`src/rtl/acc_48bits.sv`:
```
// Frame-based 48-bit signed accumulator with valid/ready on both sides.
// The running sum is fed back through a combinational carry-lookahead adder.

module cla_48bits (
  input  logic [47:0] a,
  input  logic [47:0] b,
  input  logic        cin,
  output logic [47:0] s
);
  logic [47:0] p, g, c;
  logic [11:0] grp_g, grp_p;
  logic [12:0] grp_c;

  // Four-bit lookahead groups, with group generate/propagate chained across groups.
  always_comb begin
    p = a ^ b;
    g = a & b;
    grp_g = '0;
    grp_p = '0;
    grp_c = '0;
    c = '0;
    grp_c[0] = cin;
    for (int k = 0; k < 12; k++) begin
      grp_g[k] = g[4*k+3] | (p[4*k+3] & g[4*k+2]) | (p[4*k+3] & p[4*k+2] & g[4*k+1])
               | (p[4*k+3] & p[4*k+2] & p[4*k+1] & g[4*k]);
      grp_p[k] = p[4*k+3] & p[4*k+2] & p[4*k+1] & p[4*k];
      grp_c[k+1] = grp_g[k] | (grp_p[k] & grp_c[k]);
      c[4*k]   = grp_c[k];
      c[4*k+1] = g[4*k] | (p[4*k] & grp_c[k]);
      c[4*k+2] = g[4*k+1] | (p[4*k+1] & g[4*k]) | (p[4*k+1] & p[4*k] & grp_c[k]);
      c[4*k+3] = g[4*k+2] | (p[4*k+2] & g[4*k+1]) | (p[4*k+2] & p[4*k+1] & g[4*k])
               | (p[4*k+2] & p[4*k+1] & p[4*k] & grp_c[k]);
    end
    s = p ^ c;
  end
endmodule

module acc_48bits #(
  parameter logic SAT   = 1'b1,
  parameter int   CNT_W = 16
) (
  input  logic             clk,
  input  logic             rst,
  input  logic             in_valid,
  output logic             in_ready,
  input  logic [47:0]      in_data,
  input  logic             in_sub,
  input  logic             in_clr,
  input  logic             in_last,
  output logic             out_valid,
  input  logic             out_ready,
  output logic [47:0]      out_data,
  output logic             out_ovf,
  output logic [CNT_W-1:0] out_cnt
);
  typedef enum logic {IDLE, ACCUM} state_t;

  localparam logic [47:0] MAX_POS = 48'h7FFF_FFFF_FFFF;
  localparam logic [47:0] MAX_NEG = 48'h8000_0000_0000;

  state_t             state_q, state_d;
  logic [47:0]        acc_q, acc_d;
  logic [CNT_W-1:0]   cnt_q, cnt_d;
  logic               ovf_q, ovf_d;
  logic               out_valid_q, out_valid_d;
  logic [47:0]        out_data_q, out_data_d;
  logic               out_ovf_q, out_ovf_d;
  logic [CNT_W-1:0]   out_cnt_q, out_cnt_d;

  logic [47:0]        base, b_op, sum, acc_upd;
  logic [CNT_W-1:0]   cnt_base, cnt_upd;
  logic               ovf, ovf_upd, accept;

  cla_48bits u_cla (
    .a   (base),
    .b   (b_op),
    .cin (in_sub),
    .s   (sum)
  );

  assign in_ready  = ~out_valid_q | out_ready;
  assign accept    = in_valid & in_ready;
  assign out_valid = out_valid_q;
  assign out_data  = out_data_q;
  assign out_ovf   = out_ovf_q;
  assign out_cnt   = out_cnt_q;

  // Updated frame values including the current beat; committed only on accept.
  always_comb begin
    base     = in_clr ? '0 : acc_q;
    b_op     = in_sub ? ~in_data : in_data;
    ovf      = (base[47] == b_op[47]) & (sum[47] != base[47]);
    acc_upd  = sum;
    if (ovf && SAT) acc_upd = base[47] ? MAX_NEG : MAX_POS;
    ovf_upd  = (~in_clr & ovf_q) | ovf;
    cnt_base = in_clr ? '0 : cnt_q;
    cnt_upd  = (&cnt_base) ? cnt_base : cnt_base + CNT_W'(1);
  end

  always_comb begin
    state_d     = state_q;
    acc_d       = acc_q;
    cnt_d       = cnt_q;
    ovf_d       = ovf_q;
    out_valid_d = out_valid_q & ~out_ready;
    out_data_d  = out_data_q;
    out_ovf_d   = out_ovf_q;
    out_cnt_d   = out_cnt_q;
    if (accept) begin
      if (in_last) begin
        state_d     = IDLE;
        acc_d       = '0;
        cnt_d       = '0;
        ovf_d       = 1'b0;
        out_valid_d = 1'b1;
        out_data_d  = acc_upd;
        out_ovf_d   = ovf_upd;
        out_cnt_d   = cnt_upd;
      end else begin
        state_d = ACCUM;
        acc_d   = acc_upd;
        cnt_d   = cnt_upd;
        ovf_d   = ovf_upd;
      end
    end
  end

  always_ff @(posedge clk or posedge rst) begin
    if (rst) begin
      state_q     <= IDLE;
      acc_q       <= '0;
      cnt_q       <= '0;
      ovf_q       <= 1'b0;
      out_valid_q <= 1'b0;
      out_data_q  <= '0;
      out_ovf_q   <= 1'b0;
      out_cnt_q   <= '0;
    end else begin
      state_q     <= state_d;
      acc_q       <= acc_d;
      cnt_q       <= cnt_d;
      ovf_q       <= ovf_d;
      out_valid_q <= out_valid_d;
      out_data_q  <= out_data_d;
      out_ovf_q   <= out_ovf_d;
      out_cnt_q   <= out_cnt_d;
    end
  end
endmodule

```
`config.mk`:
```
export PLATFORM = sky130hd
export DESIGN_NAME = acc_48bits
export DESIGN_NICKNAME = d
export VERILOG_FILES = /design/src/rtl/acc_48bits.sv
export SDC_FILE = /design/constraint.sdc
export NUM_CORES = 1
export LEC_CHECK = 0
export CORE_MARGIN = 2
export CORE_UTILIZATION = 60
export DETAILED_ROUTE_END_ITERATION = 8
export HOLD_SLACK_MARGIN = 0.1
export PLACE_DENSITY = 0.95
export SYNTH_ARGS = -nofsm -noshare
export SYNTH_HDL_FRONTEND = slang
export SYNTH_SLANG_ARGS = --single-unit
```
`constraint.sdc`:
```
create_clock -name clk -period 13.85 [get_ports clk]
set_input_delay 2.77 -clock clk [delete_from_list [all_inputs] [get_ports clk]]
set_output_delay 2.77 -clock clk [all_outputs]
set_load 0.03 [all_outputs]
```
==> impl_metrics.csv, run 1 <==
group,metric,value,unit
layout,syn2layout_area_growth,22.6,%
worst_setup_path,cp_data_required_time,14190,ps
sta,finalCritPeriodShare,51.7,%
flow_run,drv_cap,0,
clock_tree,cts_setup_buffers,0,
sta,worst_pin_slew,1230,ps
floorplan,die_w,123,um
worst_setup_path,critPathMaxFanout,61,
logic_synthesis,syn-cell-area,8470,um^2
logic_synthesis,netlist_top_cells_count,"nand2_1 (142), dfrtp_1 (131), nor2_1 (103)",
grt,grt_max_degree,80,
logic_synthesis,seq_area_frac_synth,38.7,%
floorplan,core,13800,um^2
logic_synthesis,ys.flop_type,"dfrtp_1",
power,p_comb_share,39.8,%
drt,avgViaCountPerCell,6.28,
worst_setup_path,startpoint_type,"input port",
drt,ant_nets,0,
clock_tree,cts-htree-levels,4,
power,leakage,0.00472,uW
layout,nNetsFinal,1179,
grt,antenna_found_initial,0,
place,dp_slack,6520,ps
logic_synthesis,avgSynthCellArea,8.73,um^2
clock_tree,numCtsBuffers,17,
grt,grt_pass1_vias,7950,
logic_synthesis,synth-seq-cells,131,
drt,wl,23.9,mm
clock_tree,clock_latency,440,ps
power,power_switching,657,uW
sta,slew_violations,0,
clock_tree,cts_root_buf,"clkbuf_16",
power,p_clk_share,29.0,%
grt,grt_first_pass_wirelength,38.7,mm
place,dp_hpwl,15.3,mm
clock_tree,cts.reportedPaths.clkPinSlew,60,ps
outcome,status,"completed",
logic_synthesis,synth_top_area_share,38.7,%
floorplan,ios,122,
drt,drt-initial-drc-count,785,
clock_tree,cts_resized,0,
logic_synthesis,yosysTopAreaCell,"dfrtp_1",
power,power,1720,uW
sta,post-route-min-period,7160,ps
layout,finish.utilization,75.1,%
layout,final.fill_count,922,
drt,dr.pass1.iters,5,
worst_setup_path,critPathKind,"input port to register",
power,ir_drop,0.115,mV
sta,fmax,140,MHz
worst_setup_path,worstPathArrival,7500,ps
sta,whs,474,ps
drt,wl_per_cell,19.0,um
sta,rsz0062_at_grt,"false",
logic_synthesis,yosysMostFrequentCell,"nand2_1",
layout,drive_gt1_share,5.10,%
floorplan,fp.dieH,123,um
power,swShare,38.3,%
floorplan,initial_core_util,61.3,%
power,pwr-share-seq,31.2,%
grt,overflow,0,
layout,num_antenna_cells,0,
floorplan,dieArea,15100,um^2
logic_synthesis,async_flop_share,100,%
power,intPower,1060,uW
power,p_per_area,165,nW/um^2
logic_synthesis,syn-num-nets,1084,
drt,route.vias.total,7896,
logic_synthesis,synthCells,970,
grt,grtUsageTotal,33.3,%
logic_synthesis,synth_edf_count,0,
clock_tree,cts.sink_count,131,
sta,skew,8.03,ps
clock_tree,cts_tree,"built",
logic_synthesis,yosysUniqueCellTypes,59,
logic_synthesis,ys_top_cells_by_area,"dfrtp_1 (39%), xor2_1 (7.7%), ha_1 (7.1%)",
place,place_congestion,0.923,
min_path,hold_path.class,"register to register",
clock_tree,clockBufferDepth,2,
floorplan,row_count,43,
sta,hold_viol,0,
sta,max_slew_margin,17.7,%
sta,totalNegativeSetupSlack,0,ps
sta,fin_ws,6690,ps
worst_setup_path,endpoint_kind,"register",
drt,drc,0,
sta,final-setup-viol-count,0,
place,portBuffers,121,
logic_synthesis,yosysWarnings,0,
clock_tree,postCtsHoldBufs,0,
[power by group through the flow]
| stage | Combinational (uW) | Clock, uW | Sequential, uW |
|---|---|---|---|
| after floorplan | 336 | 0 | 637 |
| after global placement | 644 | 0 | 536 |
| after detailed placement | 665 | 0 | 538 |
| after CTS | 677 | 495 | 535 |
| after global routing | 740 | 512 | 546 |
| final | 684 | 498 | 536 |
[layer usage]
metal	global-route usage, %	share of wire [%]	vias up
li1	-	-	3561
met4	19.5	4.6	0
met2	55.6	49	471
met3	7.25	9.1	96
met1	39.4	37	3768
met5	0	0	-
[final cells by class]
type | count | area, um^2 | area share, %
Multi-Input combinational cell | 773 | 4920 | 47.4
Sequential cell | 131 | 3280 | 31.6
Timing Repair Buffer | 129 | 1260 | 12.1
Clock buffer | 19 | 443 | 4.27
Tap cell | 180 | 225 | 2.17
Clock inverter | 13 | 198 | 1.90
Inverter | 13 | 51.3 | 0.494
[layout by cell type, fill, tap and decap left out, types with 11 or more instances in the layout]
cell type / instances
ha_1: 48
o21ai_0: 55
xor2_1: 74
dfrtp_1: 131
inv_1: 12
nor2b_1: 57
clkdlybuf4s50_1: 119
nand3_1: 17
a21o_1: 11
clkbuf_16: 17
xnor2_1: 22
nand4_1: 12
a21oi_1: 75
o211ai_1: 13
a32oi_1: 22
fa_1: 11
nor3_1: 17
nor2_1: 102
nand2_1: 141
[flip-flops by register name, summed over array words and instances (netlist names)]
| name | flops |
|---|---|
| out_ovf | 1 |
| ovf_q | 1 |
| out_cnt | 16 |
| out_data | 48 |
| cnt_q | 16 |
| acc_q | 48 |
| out_valid | 1 |
[worst max-delay path: stages]
cell and delay [ps]:
buf_2 70, buf_4 640, xor2_1 300, ha_1 400
nand4_1 210, nor4_1 530, nand3_1 160, a211oi_2 250
nor3_2 120, o21ai_1 200, a21o_2 930, nand2_1 510
o21ai_0 330
[final timing paths]
check / from / endpoint / slack (ps) / cells after the start
min in group asynchronous: rst / out_data[42] / 2910 / 2
max in group asynchronous: rst / out_data[23] / 9670 / 3
worst min register to register: out_cnt[5] / out_cnt[5] / 470 / 2
worst min-delay path: out_cnt[5] / out_cnt[5] / 470 / 2
worst max-delay path: in_sub / out_data[16] / 6690 / 13
worst max register to register: acc_q[23] / out_data[16] / 9500 / 11
[through the flow]
stage	std cells	instance area (um^2)
3_3_place_gp	1226	9740
6_report	1258	10400
2_1_floorplan	970	8470
5_1_grt	1258	10400
3_5_place_dp	1226	9740
4_1_cts	1258	10400
[cells by family (layout without fill, tap and decap cells)]
kind of cell,count (synthesis),in the layout,share of synthesized area [%]
AOI/OAI and AO/OA,234,234,17.5
xor gates and xnor gates,96,96,9.93
adders and majority gates,59,59,9.69
buffers and inverters,66,174,3.21
DFF,131,131,38.7
muxes,4,4,0.488
and+or+nand+nor,380,380,20.5
(Power assumes the default switching activity.)
==> run 2, diff against run 1 <==
--- a/config.mk
+++ b/config.mk
@@ -6,10 +6,10 @@
 export NUM_CORES = 1
 export LEC_CHECK = 0
 export CORE_MARGIN = 2
-export CORE_UTILIZATION = 60
+export CORE_UTILIZATION = 56
 export DETAILED_ROUTE_END_ITERATION = 8
 export HOLD_SLACK_MARGIN = 0.1
-export PLACE_DENSITY = 0.95
+export PLACE_DENSITY = 0.93
 export SYNTH_ARGS = -nofsm -noshare
 export SYNTH_HDL_FRONTEND = slang
 export SYNTH_SLANG_ARGS = --single-unit
==> constraint.sdc (replaced) <==
create_clock -name clk -period 6.9 [get_ports clk]
set_input_delay 1.38 -clock clk [delete_from_list [all_inputs] [get_ports clk]]
set_output_delay 1.38 -clock clk [all_outputs]
set_load 0.03 [all_outputs]
==> run 2 against run 1 <==
Net effect: clock skew increased by 1.8 ps; cell count grew 0.48%; clock-buffer cell count unchanged; critical endpoint is now acc_q[34]; sequential power is 100% higher; combinational power grew 99%; die area rose by 6.9%; highest routed layer unchanged.
==> impl_metrics.csv, run 2 (synthesis gave the netlist of run 1 again) <==
group,metric,value,unit
place,portBuffers,121,
layout,fin_area,10400,um^2
sta,totalNegativeSetupSlack,0,ps
place,dp_hpwl,15.9,mm
place,place_congestion,0.907,
place,dpl-instance-area,9760,um^2
layout,syn2layout_area_growth,22.2,%
layout,layout_commonest_cell,"nand2_1",
sta,post-route-min-period,5240,ps
worst_setup_path,startpoint_type,"input port",
clock_tree,cts_resized,0,
grt,met2_usage,47.9,%
place,placedCellCount,1232,
min_path,hold_path.class,"register to register",
worst_setup_path,cp_top_family,"simple AND/OR/NAND/NOR gates",
worst_setup_path,critPathLaunch,"in_clr",
sta,fmax,191,MHz
floorplan,ios,122,
outcome,status,"completed",
clock_tree,cts.sink_count,131,
grt,busiest_layer,"met2",
floorplan,row_count,44,
worst_setup_path,worstPathArrival,5580,ps
drt,ant_nets,0,
grt,grt_util_met1,38.3,%
layout,num_antenna_cells,0,
clock_tree,cts_tree,"built",
flow_run,drv_cap,0,
floorplan,core,14600,um^2
layout,drive_gt1_share,5.28,%
layout,nNetsFinal,1181,
worst_setup_path,timing.rr.start,"acc_q[12]",
worst_setup_path,endpoint_kind,"register",
clock_tree,cts_root_buf,"clkbuf_16",
sta,max_slew_margin,19.2,%
drt,dr.pass1.iters,8,
clock_tree,cts.reportedPaths.clkPinSlew,60,ps
worst_setup_path,slowest_stage,"buf_2",
sta,final-setup-viol-count,0,
clock_tree,clock_latency,440,ps
drt,wl_per_cell,18.6,um
worst_setup_path,cp_data_required_time,7240,ps
drt,route.vias.total,7802,
sta,hold_viol,0,
worst_setup_path,worstRegToRegCells,12,
grt,grtUsageTotal,29.9,%
floorplan,initial_core_util,57.8,%
clock_tree,postCtsHoldBufs,0,
grt,grt_first_pass_wirelength,38.4,mm
power,ir_drop,0.216,mV
worst_setup_path,crit_path_end,"acc_q[34]",
floorplan,dieArea,16100,um^2
worst_setup_path,crit_chain,"buf_2 -> nor2b_1 -> ha_1 -> nand4_1 -> nor4_1 -> nand3_1 -> a211oi_2 -> nor3_2 -> o21ai_1 -> a21o_2 -> buf_4 -> nand2_1 -> o211ai_1",
worst_setup_path,crit_buf_inv,2,
clock_tree,numCtsBuffers,17,
grt,overflow,0,
sta,worst_pin_slew,1210,ps
floorplan,die_w,127,um
power,p_per_area,325,nW/um^2
grt,grt_pass1_vias,7766,
sta,finalCritPeriodShare,76.0,%
worst_setup_path,path_depth,13,
worst_setup_path,cpPeakStageDelay,700,ps
sta,rsz0062_at_grt,"false",
drt,drt-initial-drc-count,765,
layout,fin_cells,1264,
clock_tree,clockBufferDepth,2,
drt,wl,23.5,mm
drt,avgViaCountPerCell,6.17,
worst_setup_path,rrSetupSlack,3020,ps
drt,drc,0,
grt,antenna_found_initial,0,
worst_setup_path,critPathKind,"input port to register",
clock_tree,cts-htree-levels,4,
clock_tree,cts_setup_buffers,0,
worst_setup_path,critPathMaxFanout,44,
power,leakage,0.00470,uW
grt,grt_max_degree,75,
sta,skew,9.84,ps
sta,slew_violations,0,
floorplan,fp.dieH,127,um
grt,grt_use_met3,6.24,%
layout,final_cell_mix,"nand2_1 (141), dfrtp_1 (131), clkdlybuf4s50_1 (119)",
layout,finish.utilization,70.7,%
worst_setup_path,worst_r2r_endpoint,"acc_q[34]",
==> run 2: changes by cell type in the layout (fill, tap and decap cells not counted) <==
cell        before  now
clkinv_4         3    2
clkinvlp_4       1    3
buf_4            8   10
clkinv_2         0    1
bufinv_16        4    2
==> run 2: worst register-to-register path: cells and delay by family (launching register included) <==
family,cells,cell delay [ps]
fa+ha+maj,1,410
flops,1,380
compound gates,4,1160
buf+inv,1,460
simple gates,6,1380
==> run 2: routing by layer <==
layer  vias to the layer above  wire (um)
li1                       3551          -
met1                      3745       9450
met2                       421      11200
met3                        85       1790
met4                         0       1040
met5                         -          0
==> run 2: layout make-up <==
cell class	count	area [um^2]
clock inverters	13	149
fillers	1075	4290
well taps	184	230
clock buffers	19	443
inverters	13	51.3
multi-input cells	773	4920
repair buffers	131	1280
flip-flops and latches	131	3280
==> run 2: stage by stage <==
step	total power [uW]	hold slack, ps	worst slack [ps]
after global placement	2370	455	1560
after global routing	3520	503	1350
final	3360	473	1660
after floorplan	1950	442	1670
after CTS	3350	482	1810
after detailed placement	2420	469	1390
==> run 2: power by group <==
part	internal, uW	total, uW	switching, uW
Sequential	961	1080	116
Combinational	545	1360	819
Clock	547	920	374
Total	2050	3360	1310
==> run 2: how the worst min path moves through the flow <==
stage,startpoint,end,slack [ps],depth (start not counted)
finish,out_data[8],out_data[8],470,2
detailed placement,acc_q[17],acc_q[17],470,2
global placement,acc_q[36],acc_q[36],450,2
CTS,acc_q[46],acc_q[46],480,2
floorplan,acc_q[12],acc_q[12],440,2
global route,out_cnt[8],out_cnt[8],500,2
==> patch 1 (config.mk and constraints of run 2) <==
Change the parameter `CNT_W` from 16 to 32.
--- a/src/rtl/acc_48bits.sv
+++ b/src/rtl/acc_48bits.sv
@@ -37,7 +37,7 @@
 
 module acc_48bits #(
   parameter logic SAT   = 1'b1,
-  parameter int   CNT_W = 16
+  parameter int   CNT_W = 32
 ) (
   input  logic             clk,
   input  logic             rst,
Ports: changed (resized out_cnt); port bits go from 122 to 138. No check against the original RTL was run, so the function may have changed too.
==> patch 1 against run 2 <==
  * Synthesized area increased by 19%
  * Critical endpoint is now acc_q[24]$_DFFE_PP0P_
  * Wire length is 16% higher
  * Worst setup slack worse by 160 ps
  * Via count increased by 17%
  * Maximum frequency is 2.9% lower
  * Count of clock-buffer cells in the layout grew 3
  * Sequential cell count rose by 32
  * Sequential share of layout area rose by 1.7 points
  * Power up 10%
  * Final area grew 18%
==> patch 1: results (changes against run 2) <==
| Metric | Value |
|---|---|
| Status | complete, no violations |
| Dominant cells by area after synthesis | dfrtp_1, o21ai_0, nand2_1, xor2_1, ha_1 |
| Clkbuf count | 22 (+3) |
| Sequential fraction of the synthesis area | 40.4% (+1.7 points) |
| Sequential power | 1.26 mW (+17%) |
| Setup crit end | acc_q[24]$_DFFE_PP0P_ |
| Avg Cell Area, Syn | 8.77 sq um (+0.42%) |
| Worst hold endpoint | out_cnt[10]$_DFFE_PP0P_ |
| Sequential power share | 34.1% (+2.0 points) |
| Register-to-Register Path Depth | 11 (-1) |
| Worst VDD drop | 0.219 mV (+1.4%) |
| Routability cong. | 0.944 (+4.1%) |
| Hold Slack | 475 ps (+1.97 ps) |
| Inverters | 14 (+1) |
| Fraction of area in multi-input gates | 46.8% (-0.79 points) |
| Register-to-register setup slack | 2820 ps (-200 ps) |
| Area after DPL | 0.0116 sq mm (+19%) |
| Count of multi-input gates | 910 (+18%) |
| Fill cells | 1293 (+20%) |
| Actual slew at the worst max-slew pin | 1040 ps (-166 ps) |
| Max Freq | 185 MHz (-2.9%) |
| Seq cells post-synth | 163 (+24%) |
| DP HPWL | 18.1 mm (+14%) |
| Area Growth Syn to Fin | 21.0% |
| Syn Nets | 1265 (+17%) |
| Routed WL | 27.2 mm (+16%) |
| Layout cell share with drive strength beyond 1 | 4.74% (-0.54 points) |
| Worst Skew | 6.14 ps (-3.70 ps) |
| Power Clock | 1.01 mW (+9.8%) |
| DRT iter0 DRCs | 946 (+24%) |
| Bufs w/o clock | 148 (+13%) |
| Final Instance Count excl. Fillers | 1496 (+18%) |
| GRT Overall Usage | 28.9% (-1.0 points) |
| Synth top cells by count | nand2_1, dfrtp_1, o21ai_0, a21oi_1, xor2_1 |
| Port bufs | 137 (+13%) |
| Clock network area share | 5.07% (-0.64 points) |
| Hold Crit Start | out_cnt[10]$_DFFE_PP0P_ |
| Sequential share of cell area | 33.4% (+1.7 points) |
| First-pass GRT wire length | 45.2 mm (+18%) |
| Buffering overhead | 11.9% (-0.40 points) |
| Cell variety after synth | 60 (+1.7%) |
| Vias in the first global route | 9090 (+17%) |
| Largest net degree at the start of global routing | 115 (+53%) |
| WP data arrival | 5720 ps (+140 ps) |
| Static Leak | 5.44 nW (+16%) |
| Final #Nets | 1368 (+16%) |
| Num rows | 49 (+11%) |
| Drt via density | 6.11 (-1.1%) |
| P_sw | 1.35 mW (+3.2%) |
| Crit Path Max Fanout | 49 (+11%) |
| Most common flop cell mapped by yosys | dfrtp_1 |
| Reg2reg start | acc_q[17]$_DFFE_PP0P_ |
-- patch 1: changes by cell type in the layout (fill, tap and decap cells not counted), sizes merged, moves of 22 or more --
cell / before / now
a21oi: 75 / 98
a32oi: 22 / 0
dfrtp: 131 / 163
nand2: 142 / 179
nor2: 103 / 53
o21ai: 60 / 167
-- patch 1: logic make-up after synthesis --
kind of cell / after synthesis / synth area share, %
simple gates: 390 / 18.7
compound gates: 346 / 19.7
flops: 163 / 40.4
xor+xnor: 110 / 9.55
buf+inv: 78 / 3.06
fa+ha+maj: 59 / 8.13
mux: 5 / 0.508
-- patch 1: worst max-delay path: stages --
cell and delay, ps:
buf_2 750, nor2b_1 130, ha_1 480, nand4_1 180, nor4_1 460, a32o_1 230
o22ai_1 100, o211ai_2 160, a311o_1 270, a21o_1 540, nand2_1 580, o21ai_0 410
-- patch 1: routing by layer --
layer  GRT usage, %  part of all wire [%]
met3           5.61                   7.8
met4           13.4                   3.7
met2           46.4                    47
met1           38.2                    42
met5              0                     0
==> patch 2 (flow settings as in run 2) <==
Made on the original files. Put one more register stage on the output `out_cnt`, with the module's reset. The value now appears one clock later. The other outputs are not delayed to match.
--- a/src/rtl/acc_48bits.sv
+++ b/src/rtl/acc_48bits.sv
@@ -83,7 +83,13 @@
   assign out_valid = out_valid_q;
   assign out_data  = out_data_q;
   assign out_ovf   = out_ovf_q;
-  assign out_cnt   = out_cnt_q;
+  always_ff @(posedge clk or posedge rst) begin
+    if (rst) begin
+      out_cnt <= '0;
+    end else begin
+      out_cnt <= out_cnt_q;
+    end
+  end
 
   // Updated frame values including the current beat; committed only on accept.
   always_comb begin
Check against the original RTL: not equivalent (Yosys sat finds a counterexample within 4 cycles, from zero or initial values and one cycle with rst high).
==> patch 2 against run 2 <==
  * Worst setup slack got worse by 250 ps
  * Power rose by 4.1%
  * Register-to-register slack got worse by 260 ps
  * Wire length fell by 5.6%
  * Synthesized area rose by 4.8%
  * Largest power group unchanged
  * First-iteration DRC count rose by 8.1%
  * Final area rose by 3.8%
  * Core utilization fell by 2.0 points
  * Sequential cell count rose by 16
==> patch 2: results (changes against run 2) <==
| Metric | Value |
|---|---|
| Final #Nets | 1173 (-0.68%) |
| Reg2reg start | acc_q[0]$_DFFE_PP0P_ |
| Metal3 WL | 1.34 mm (-25%) |
| CP delay by family, top | compound AO/OA/AOI/OAI gates |
| DRT iter0 DRCs | 827 (+8.1%) |
| WP data arrival | 5850 ps (+270 ps) |
| Grt met1 use | 36.8% (-1.4 points) |
| Crit Path Max Fanout | 25 (-43%) |
| Routed via count | 7460 (-4.4%) |
| Cells after DPL | 1256 (+1.9%) |
| Routability cong. | 0.910 (+0.33%) |
| Met1 WL | 9.38 mm (-0.71%) |
| RR Endpoint | acc_q[27]$_DFFE_PP0P_ |
| DP HPWL | 15.2 mm (-4.4%) |
| Static Leak | 4.85 nW (+3.1%) |
| Met3 Use GR | 4.06% (-2.2 points) |
| Hold path cells | 0 (-2) |
| Hold Crit Start | out_cnt_q[3]$_DFFE_PP0P_ |
| Met2 WL | 10.7 mm (-4.1%) |
| Dominant cells by area after synthesis | dfrtp_1, ha_1, xor2_1, nand2_1, a21oi_1 |
| DRT Pass-1 Iters | 5 (-3) |
| Synth Area in Adders | 9.36% (-0.33 points) |
| Status | complete, no violations |
| Cell variety after synth | 67 (+14%) |
| Worst hold endpoint | out_cnt[3]$_DFF_PP0_ |
| Sequential power | 1.17 mW (+8%) |
| Routed WL per cell | 17.2 microns (-7.3%) |
| Actual slew at the worst max-slew pin | 948 ps (-260 ps) |
| Routing usage on met2 | 44.7% (-3.2 points) |
| Tot Pwr | 3.50 mW (+4.1%) |
| Synth top cells by count | dfrtp_1, nand2_1, a21oi_1, nor2_1, xor2_1 |
| Fill cells | 1178 (+9.6%) |
| Worst Skew | 8.57 ps (-1.27 ps) |
| Drt via density | 5.79 (-6.2%) |
| Sequential fraction of the synthesis area | 41.5% (+2.8 points) |
==> patch 2: final cells by class <==
cell class | count | area share [%]
Clock inverter | 15 | 1.34
Tap cell | 216 | 2.51
Multi-Input combinational cell | 751 | 45.6
Clock buffer | 17 | 3.96
Sequential cell | 147 | 34.2
Inverter | 10 | 0.396
Timing Repair Buffer | 132 | 11.9
==> patch 2: worst max path at each step <==
stage / cells after the start / from / slack (ps) / end
floorplan: 1 / rst / 1570 / acc_q[0]$_DFFE_PP0P_
global placement: 14 / in_sub / 1230 / acc_q[31]$_DFFE_PP0P_
detailed placement: 13 / in_sub / 1050 / out_data[45]$_DFFE_PP0P_
CTS: 13 / in_sub / 1420 / out_data[25]$_DFFE_PP0P_
global route: 13 / in_sub / 1160 / out_data[25]$_DFFE_PP0P_
finish: 14 / in_sub / 1400 / acc_q[27]$_DFFE_PP0P_
